==> src/rtl/fetch_sequencer.sv <==
// -----------------------------------------------------------------------------
// fetch_sequencer
//
// Fetch-stage controller. Sequences the PC register against a handshaked
// instruction memory, buffers EX-stage redirects that arrive while a fetch
// is outstanding, and presents a one-entry instruction buffer to IF/ID.
//
// Optional feature (macro FETCH_TIMEOUT_EN): a WAIT-state watchdog that, after
// TIMEOUT_CYC cycles without a response, raises the sticky fetch_err flag,
// discards the lost response and re-fetches the same address. Without the
// macro the watchdog is absent, fetch_err is 0 and WAIT waits indefinitely.
//
// Ports:
//   i_clk, i_rst          clock, asynchronous active-high reset
//   pc                    current PC from the PC register
//   hazard_stall          decode stalled by the hazard unit
//   br_sel, pc_bru        EX-stage redirect pulse and its target
//   ag_stall_f            PC register hold
//   ag_br_sel, ag_pc_bru  PC register select-target and target
//   imem_req, imem_addr   fetch request and address
//   imem_gnt              request accepted this cycle
//   imem_rvalid, imem_rdata  response valid and data
//   if_valid, if_instr, if_pc  IF/ID instruction buffer
//   flush_d               one-cycle decode flush (same cycle as br_sel)
//   fetch_err             sticky watchdog timeout flag
// -----------------------------------------------------------------------------
module fetch_sequencer #(
    parameter int              XLEN        = 32,
    parameter logic [XLEN-1:0] NOP_INSTR   = 32'h0000_0013,
    parameter int              TIMEOUT_CYC = 64
) (
    input  logic            i_clk,
    input  logic            i_rst,
    input  logic [XLEN-1:0] pc,
    input  logic            hazard_stall,
    input  logic            br_sel,
    input  logic [XLEN-1:0] pc_bru,
    output logic            ag_stall_f,
    output logic            ag_br_sel,
    output logic [XLEN-1:0] ag_pc_bru,
    output logic            imem_req,
    output logic [XLEN-1:0] imem_addr,
    input  logic            imem_gnt,
    input  logic            imem_rvalid,
    input  logic [XLEN-1:0] imem_rdata,
    output logic            if_valid,
    output logic [XLEN-1:0] if_instr,
    output logic [XLEN-1:0] if_pc,
    output logic            flush_d,
    output logic            fetch_err
);

    typedef enum logic [1:0] {
        IDLE  = 2'd0,
        REQ   = 2'd1,
        WAIT  = 2'd2,
        REDIR = 2'd3
    } state_t;

    state_t          state_r;
    state_t          state_nxt_s;
    logic            pend_valid_r;
    logic [XLEN-1:0] pend_tgt_r;
    logic            kill_r;
    logic [XLEN-1:0] req_pc_r;
    logic            buf_valid_r;
    logic [XLEN-1:0] buf_instr_r;
    logic [XLEN-1:0] buf_pc_r;
    logic            issue_s;
    logic            grant_s;
    logic            load_s;
    logic            timeout_hit_s;
    logic            stall_s;
    logic            br_out_s;

    // Next-state and handshake decode.
    always_comb begin
        state_nxt_s = state_r;
        stall_s     = 1'b1;
        br_out_s    = 1'b0;
        issue_s     = 1'b0;
        grant_s     = 1'b0;
        load_s      = 1'b0;
        case (state_r)
            IDLE: begin
                state_nxt_s = REQ;
            end
            REQ: begin
                // A redirect seen this cycle is latched at the edge, so REDIR
                // can apply it immediately without a wasted REQ cycle.
                if (pend_valid_r || br_sel) begin
                    state_nxt_s = REDIR;
                end else if (buf_valid_r && hazard_stall) begin
                    state_nxt_s = REQ;
                end else begin
                    issue_s = 1'b1;
                    if (imem_gnt) begin
                        grant_s     = 1'b1;
                        stall_s     = 1'b0;
                        state_nxt_s = WAIT;
                    end else begin
                        state_nxt_s = REQ;
                    end
                end
            end
            WAIT: begin
                if (imem_rvalid) begin
                    // Responses to a squashed fetch (kill or a same-cycle
                    // redirect) are dropped.
                    load_s      = !kill_r && !br_sel;
                    state_nxt_s = REQ;
                end else if (timeout_hit_s) begin
                    state_nxt_s = REQ;
                end else begin
                    state_nxt_s = WAIT;
                end
            end
            REDIR: begin
                br_out_s    = 1'b1;
                stall_s     = 1'b0;
                state_nxt_s = REQ;
            end
            default: begin
                state_nxt_s = IDLE;
            end
        endcase
    end

    // State register.
    always_ff @(posedge i_clk or posedge i_rst) begin
        if (i_rst) begin
            state_r <= IDLE;
        end else begin
            state_r <= state_nxt_s;
        end
    end

    // Pending redirect: a newer br_sel always wins over a watchdog re-fetch.
    always_ff @(posedge i_clk or posedge i_rst) begin
        if (i_rst) begin
            pend_valid_r <= 1'b0;
            pend_tgt_r   <= {XLEN{1'b0}};
        end else if (br_sel) begin
            pend_valid_r <= 1'b1;
            pend_tgt_r   <= pc_bru;
        end else if (timeout_hit_s) begin
            pend_valid_r <= 1'b1;
            pend_tgt_r   <= req_pc_r;
        end else if (state_r == REDIR) begin
            pend_valid_r <= 1'b0;
        end
    end

    // Kill flag: any response retires the single outstanding fetch, so it
    // clears kill even when it arrives late, outside WAIT.
    always_ff @(posedge i_clk or posedge i_rst) begin
        if (i_rst) begin
            kill_r <= 1'b0;
        end else if (imem_rvalid) begin
            kill_r <= 1'b0;
        end else if (((state_r == WAIT) && br_sel) || timeout_hit_s) begin
            kill_r <= 1'b1;
        end
    end

    // Address of the request in flight.
    always_ff @(posedge i_clk or posedge i_rst) begin
        if (i_rst) begin
            req_pc_r <= {XLEN{1'b0}};
        end else if (grant_s) begin
            req_pc_r <= pc;
        end
    end

    // IF/ID instruction buffer: flush, refill, drain or hold.
    always_ff @(posedge i_clk or posedge i_rst) begin
        if (i_rst) begin
            buf_valid_r <= 1'b0;
            buf_instr_r <= NOP_INSTR;
            buf_pc_r    <= {XLEN{1'b0}};
        end else if (br_sel) begin
            buf_valid_r <= 1'b0;
        end else if (load_s) begin
            buf_valid_r <= 1'b1;
            buf_instr_r <= imem_rdata;
            buf_pc_r    <= req_pc_r;
        end else if (!hazard_stall) begin
            buf_valid_r <= 1'b0;
        end
    end

`ifdef FETCH_TIMEOUT_EN
    localparam logic [7:0] TIMEOUT_LAST = 8'(TIMEOUT_CYC - 1);

    logic [7:0] wd_cnt_r;
    logic       fetch_err_r;

    // Watchdog counter: zeroed on the grant that enters WAIT.
    always_ff @(posedge i_clk or posedge i_rst) begin
        if (i_rst) begin
            wd_cnt_r <= 8'd0;
        end else if (grant_s) begin
            wd_cnt_r <= 8'd0;
        end else if (state_r == WAIT) begin
            wd_cnt_r <= wd_cnt_r + 8'd1;
        end
    end

    assign timeout_hit_s = (state_r == WAIT) && !imem_rvalid && (wd_cnt_r == TIMEOUT_LAST);

    // Sticky timeout flag, cleared only by reset.
    always_ff @(posedge i_clk or posedge i_rst) begin
        if (i_rst) begin
            fetch_err_r <= 1'b0;
        end else if (timeout_hit_s) begin
            fetch_err_r <= 1'b1;
        end
    end

    assign fetch_err = fetch_err_r;
`else
    // No watchdog in this build: the comparison is constant false and only
    // keeps the limit parameter referenced.
    assign timeout_hit_s = (TIMEOUT_CYC < 0);
    assign fetch_err     = 1'b0;
`endif

    assign ag_stall_f = stall_s;
    assign ag_br_sel  = br_out_s;
    assign ag_pc_bru  = pend_tgt_r;
    assign imem_req   = issue_s;
    assign imem_addr  = issue_s ? pc : {XLEN{1'b0}};
    assign if_valid   = buf_valid_r;
    assign if_instr   = buf_valid_r ? buf_instr_r : NOP_INSTR;
    assign if_pc      = buf_pc_r;
    assign flush_d    = br_sel && !i_rst;

endmodule

==> config.mk <==
export PLATFORM = sky130hd
export DESIGN_NAME = fetch_sequencer
export DESIGN_NICKNAME = d
export VERILOG_FILES = /design/src/rtl/fetch_sequencer.sv
export SDC_FILE = /design/constraint.sdc
export NUM_CORES = 1
export LEC_CHECK = 0
export BUFFER_PORTS_ARGS = -buffer_cell sky130_fd_sc_hd__buf_2
export CAP_MARGIN = 30
export CORE_AREA = 2 2 118 120
export CTS_CLUSTER_SIZE = 25
export DETAILED_ROUTE_END_ITERATION = 7
export DIE_AREA = 0 0 120 122
export GPL_ROUTABILITY_DRIVEN = 0
export GPL_TIMING_DRIVEN = 1
export HOLD_SLACK_MARGIN = 0.08
export PLACE_DENSITY = 0.75
export REMOVE_ABC_BUFFERS = 1
export SLEW_MARGIN = 25
export SYNTH_ARGS = -nofsm -noshare
export SYNTH_HDL_FRONTEND = slang
export SYNTH_SLANG_ARGS = --single-unit
export TNS_END_PERCENT = 100
==> constraint.sdc <==
create_clock -name i_clk -period 4.4 [get_ports i_clk]
set_input_delay 0.66 -clock i_clk [delete_from_list [all_inputs] [get_ports i_clk]]
set_output_delay 0.66 -clock i_clk [all_outputs]
set_load 0.05 [all_outputs]
==> impl_metrics.ini, run 1 <==
[min_path]
hold_class = primary input to async pin

[global_routing]
track_usage_pct = 16.60
grt_pass1_vias = 3856
grt_pass1_wl_um = 18840
overflow = 0
antenna_found_initial = 0
grt_max_degree = 104

[cells_and_area]
layout_commonest_cell = buf_2
fillers = 1153
fin_area_um2 = 7556
stdcell_count = 805
final_cell_mix = buf_2 (234), dfrtp_1 (130), mux2_2 (99)
area_delta_synth_final_pct = 33.58
drive_gt1_share_pct = 65.44
diodes = 0
fin_util_pct = 55.95
fin_nets = 720

[floorplanning]
dieWidth_um = 120
initial_core_util_pct = 41.89
num_rows = 43
dieArea_um2 = 14640
core_area_um2 = 13500
die_h_um = 122
ios = 236

[timing]
worst_clock_skew_ns = 0.009044
fin_crit_sh_pct = 67.58
setup_viol = 0
max-slew-margin-rel_pct = 57.27
finalHoldViolations = 0
rsz0062_at_grt = no
worst_slew_pin_slew_ns = 0.6409
finalMaxSlewViolations = 0
whs_ns = 0.2056
clock.fmax_mhz = 336.3
min_period_ns = 2.973

[worst_setup_path]
slowest_delay_ns = 0.48
cp.arrival_ns = 2.31
rr_startpoint = if_valid
path_class = flop to output pin
cp-start-kind = flop
cp_slowest_cell = and3_2
cp_max_fo = 29
worstPathRequired_ns = 3.74
crit_chain = a211oi_4, buf_4, and3_2, a21oi_1, buf_2
crit_start = if_valid
critPathCaptureType = output pin

[placed_design]
port_buffers = 234
placed_area_um2 = 6932
dp.cells = 772
hpwl_um = 8603

[synthesis]
synth_cell_type_count = 28
netlist_area_um2 = 5657
synth_flop_cell = dfrtp_1
synth-edff-count = 0
yosysWarnings = 0
synth_seq_area_share_pct = 58.90
syn_inst = 377
syn-mean-instance-area_um2 = 15.00
ys_async_sr_fraction_pct = 100.0
ys_ff_latch = 133

[cts]
cts_setup_buffers = 0
cts.htree.levels = 4
clk_pin_slew_worst_paths_ns = 0.06
clock_latency_ns = 0.41
cts_buffer_depth = 2
clock_sinks = 133
cts_root_buffer = clkbuf_16
cts-resized-gates = 0
cts_buffers = 17
cts_tree = done
ctsHoldBuffers = 0

[routing]
routed_wl_um = 12170
remaining_drc_errors = 0
via_per_inst = 4.752
first_pass_iters = 4
vias = 3825
postRouteAntennaNets = 0
wire_per_inst_um = 15.12
drt_iter0_markers = 140

[flow_run]
maxCapViolations = 0

[pwr]
pwr_density_cell_nw_per_um2 = 698.3
vdd_drop_max_uv = 338.8
power_leakage_nw = 3.997
finalPower_mw = 5.276

[run_status]
status = finished clean
==> layout make-up <==
type | count | area, um2 | area share, %
Clock buffer | 22 | 464.2 | 6.143
Clock inverter | 8 | 102.6 | 1.358
Inverter | 5 | 23.77 | 0.3146
Multi-Input combinational cell | 214 | 2135 | 28.25
Sequential cell | 133 | 3332 | 44.10
Tap cell | 180 | 225.2 | 2.981
Timing Repair Buffer | 243 | 1274 | 16.86
==> metrics by stage <==
stage	setup TNS [ns]	setup slack, ns
4_1_cts	0	0.9824
6_report	0	1.427
5_1_grt	0	1.280
2_1_floorplan	-95.64	-1.477
3_5_place_dp	0	1.415
3_3_place_gp	0	1.477
==> sequential cells by signal (all words and copies together) (netlist names) <==
signal,cells
ag_pc_bru,32
buf_instr_r,32
if_pc,32
req_pc_r,32
state_r,2
if_valid,1
kill_r,1
pend_valid_r,1
==> cells in the mapped netlist (2+ instances only) <==
cell type  count  share of area, %
a21oi_1        2              0.18
and2_1        30               3.3
and3_1        29               3.2
and3_2         4              0.53
buf_12         3               1.1
buf_2          7              0.62
buf_4          5              0.66
clkbuf_1       9              0.60
dfrtp_1      130                58
dfstp_2        3               1.4
ha_1           4              0.88
inv_1          5              0.33
mux2_2        99                20
mux2_4        29               7.7
nand2_1        2              0.13
nand2b_1       2              0.22
nor2_1         2              0.13
or2b_1         2              0.27
==> logic make-up (layout without fill, tap and decap cells) <==
group / count (synthesis) / after routing / share of synthesized area, %
AO/OA/AOI/OAI: 7 / 7 / 1.084
adder cells (fa/ha/maj): 4 / 4 / 0.8848
buffers and inverters: 30 / 278 / 3.473
flip-flops: 133 / 133 / 58.90
multiplexers: 129 / 129 / 27.58
other: 1 / 1 / 0.06629
AND/OR/NAND/NOR: 73 / 73 / 8.007
==> worst max-delay path: cells and delay by family, from the launching register on <==
| family | cells | cell delay [ns] |
|---|---|---|
| compound gates | 2 | 0.42 |
| buf+inv | 2 | 0.57 |
| flops | 1 | 0.44 |
| simple gates | 1 | 0.48 |
==> per-layer routing <==
metal | track usage [%] | part of all wire [%] | up-vias
met2 | 27.63 | 50 | 129
met3 | 5.524 | 6.9 | 19
li1 | - | - | 1784
met4 | 7.206 | 1.7 | 0
met5 | 0 | 0 | -
met1 | 19.69 | 41 | 1893
==> where the power goes <==
| part | total (mW) | leakage, nW | internal, mW | switching [mW] |
|---|---|---|---|---|
| sequential | 1.95 | 1.64 | 1.71 | 0.241 |
| clock | 1.34 | 0.272 | 0.856 | 0.488 |
| combinational | 1.98 | 2.09 | 0.719 | 1.26 |
==> path summary, 6_finish.rpt <==
path	depth (start not counted)	to	slack (ns)
worst max-delay path	5	ag_stall_f	1.43
max in group asynchronous	4	ag_pc_bru[27]	3.12
worst max register to register	5	req_pc_r[30]	1.84
worst min register to register	1	buf_instr_r[16]	0.49
worst min-delay path	2	ag_pc_bru[8]	0.21
min in group i_clk	2	kill_r	0.44
Power figures use the tool's default switching activity.
==> inputs of run 2 (changes only) <==
- ABC_AREA: default -> 1
- CORE_AREA: 2 2 118 120 -> 2 2 121 123
- DIE_AREA: 0 0 120 122 -> 0 0 123 125
- PLACE_DENSITY: 0.75 -> 0.76
- clock period: 4.4 -> 2.5 ns (I/O delays scaled with it)
==> run 2 against run 1 <==
- power up 80%
- sequential share of layout area decreased by 2.9 points
- largest power group unchanged
- wire length increased by 14%
- via count up 32%
- sequential power up 72%
- critical path depth rose by 2
- area after synthesis up 9.6%
- setup slack got worse by 1.2 ns
- register-to-register slack worse by 0.96 ns
- combinational power up 79%
- clock skew is 0.0044 ns lower
- critical endpoint is now imem_addr[29]
==> impl_metrics.ini, run 2 <==
[cts]
clock_sinks = 133
clock_latency_ns = 0.41
cts_setup_buffers = 0
ctsHoldBuffers = 1
cts-resized-gates = 0
cts_root_buffer = clkbuf_16
cts.htree.levels = 4
cts_buffers = 17
cts_buffer_depth = 2
clk_pin_slew_worst_paths_ns = 0.05
cts_tree = done

[timing]
fin_crit_sh_pct = 91.27
max-slew-margin-rel_pct = 59.74
rsz0062_at_grt = no
finalMaxSlewViolations = 0
setup_viol = 0
clock.fmax_mhz = 438.2
finalHoldViolations = 0
worst_clock_skew_ns = 0.004693
worst_slew_pin_slew_ns = 0.6030
min_period_ns = 2.282

[pwr]
clkPwrFrac_pct = 27.3
pwr-share-seq_pct = 35.3
pwr_density_cell_nw_per_um2 = 1174
p_int_mw = 5.710
swShare_pct = 39.79
vdd_drop_max_uv = 658.4
finalPower_mw = 9.484
power_leakage_nw = 4.882
p_comb_share_pct = 37.4
switchingPower_mw = 3.774

[cells_and_area]
drive_gt1_share_pct = 34.54
layout_commonest_cell = buf_2
diodes = 0
fin_nets = 1057
fin_util_pct = 56.90
multiInputGateArea_um2 = 2048
seqCellArea_um2 = 3332
fillers = 1300
stdcell_count = 1148
area_delta_synth_final_pct = 30.30
final_cell_mix = buf_2 (234), nand2_1 (227), inv_1 (135)

[global_routing]
grt_pass1_wl_um = 22770
use_met2_pct = 30.71
overflow = 0
grt_pass1_vias = 4852
grt_max_degree = 69
track_usage_pct = 18.89
use_met3_pct = 4.973
antenna_found_initial = 0
top_usage_layer = met2
met1_usage_pct = 24.01

[synthesis]
synth_flop_cell = dfrtp_1
ys_async_sr_fraction_pct = 100.0
synth_cell_type_count = 25
syn_inst = 725
synth_top_area_share_pct = 52.45
yosysWarnings = 0
synth_top_cell_by_area = dfrtp_1
synth-edff-count = 0
netlist_area_um2 = 6202
synth_common_cells = nand2_1 (227), inv_1 (136), dfrtp_1 (130)
ys_ff_latch = 133
synthTopCellsByArea = dfrtp_1 (52%), nand2_1 (14%), inv_1 (8.2%), o21ai_2 (6.4%), o21bai_1 (3.9%)
synth_seq_area_share_pct = 53.72
syn-mean-instance-area_um2 = 8.555
yosysMostFrequentCell = nand2_1

[routing]
first_pass_iters = 4
drt_iter0_markers = 295
wire_per_inst_um = 12.10
via_per_inst = 4.401
routed_wl_um = 13900
vias = 5052
remaining_drc_errors = 0
postRouteAntennaNets = 0

[flow_run]
maxCapViolations = 0

[worst_setup_path]
crit_start = state_r[1]
critPathCaptureType = output pin
cp_max_fo = 33
path_class = flop to output pin
worstPathRequired_ns = 2.12
endpoint = imem_addr[29]
cp.arrival_ns = 1.91
crit-reg2reg-capture = req_pc_r[12]
cp-start-kind = flop
reg2reg_depth = 5
r2r_slack_ns = 0.88
rr_startpoint = if_valid

[placed_design]
port_buffers = 234
hpwl_um = 9633
dp.cells = 1115

[min_path]
hold_path_depth = 3
hold_class = primary input to flop

[floorplanning]
core_area_um2 = 14200
num_rows = 44
die_h_um = 125
ios = 236
dieArea_um2 = 15380
dieWidth_um = 123
initial_core_util_pct = 43.67

[run_status]
status = finished clean
[run 2: changes by cell type after synthesis, sizes merged, moves of 15 or more]
| cell | change |
|---|---|
| buf | +15 |
| nand3 | +33 |
| o21ai | +66 |
| inv | +132 |
| and3 | -33 |
| and2 | -30 |
| mux2 | -128 |
| nand2 | +229 |
| nor2 | +40 |
| o21bai | +31 |
[run 2: stage by stage]
stage / area [um2] / setup WS (ns) / setup TNS [ns] / hold slack [ns]
floorplan: 5892 / -1.424 / -214.28 / 0.4485
global placement: 7453 / 0.6991 / 0 / 0.4485
detailed placement: 7453 / 0.6290 / 0 / 0.4526
CTS: 8082 / 0.1802 / 0 / 0.1403
global route: 8082 / 0.07157 / 0 / 0.1563
finish: 8082 / 0.2181 / 0 / 0.1580
[run 2: logic make-up (layout without fill, tap and decap cells)]
logic type | count (synthesis) | in the layout | share of synthesized area [%]
other | 1 | 1 | 0.06046
AOI/OAI and AO/OA | 101 | 101 | 12.21
DFF | 133 | 133 | 53.72
buffers and inverters | 179 | 418 | 13.37
and+or+nand+nor | 307 | 307 | 19.83
adders and majority gates | 4 | 4 | 0.8070
[run 2: how the worst min path moves through the flow]
stage	from	end	slack (ns)
final	pc_bru[28]	ag_pc_bru[28]	0.16
after global routing	pc_bru[11]	ag_pc_bru[11]	0.16
after CTS	pc_bru[5]	ag_pc_bru[5]	0.14
after detailed placement	ag_pc_bru[14]	ag_pc_bru[14]	0.45
after global placement	ag_pc_bru[9]	ag_pc_bru[9]	0.45
after floorplan	imem_rvalid	kill_r	0.45
[run 2: cell type report]
class	count	area share, %
Timing Repair Buffer	248	16.44
Sequential cell	133	41.23
Multi-Input combinational cell	413	25.34
Clock buffer	23	5.790
Tap cell	184	2.849
Clock inverter	9	1.858
Inverter	138	6.487
[run 2: power groups by stage]
stage / Combinational [mW] / Clock, mW / Sequential (mW)
CTS: 3.59 / 2.64 / 3.36
finish: 3.54 / 2.59 / 3.35
global route: 3.89 / 2.73 / 3.45
floorplan: 1.71 / 0 / 4.36
detailed placement: 3.58 / 0 / 3.38
global placement: 3.51 / 0 / 3.35
[run 2: worst max-delay path, stage by stage, from the launching register on]
cell,delay [ns]
dfrtp_1,0.40
inv_1,0.08
ha_1,0.16
inv_1,0.07
nor2_4,0.14
nand2_4,0.20
nor2_1,0.15
buf_2,0.28
[run 2: routing by layer]
metal	up-vias	wire length, um
met1	2244	6315
met5	-	0
met2	175	6273
met4	0	327
met3	26	978
li1	2607	-
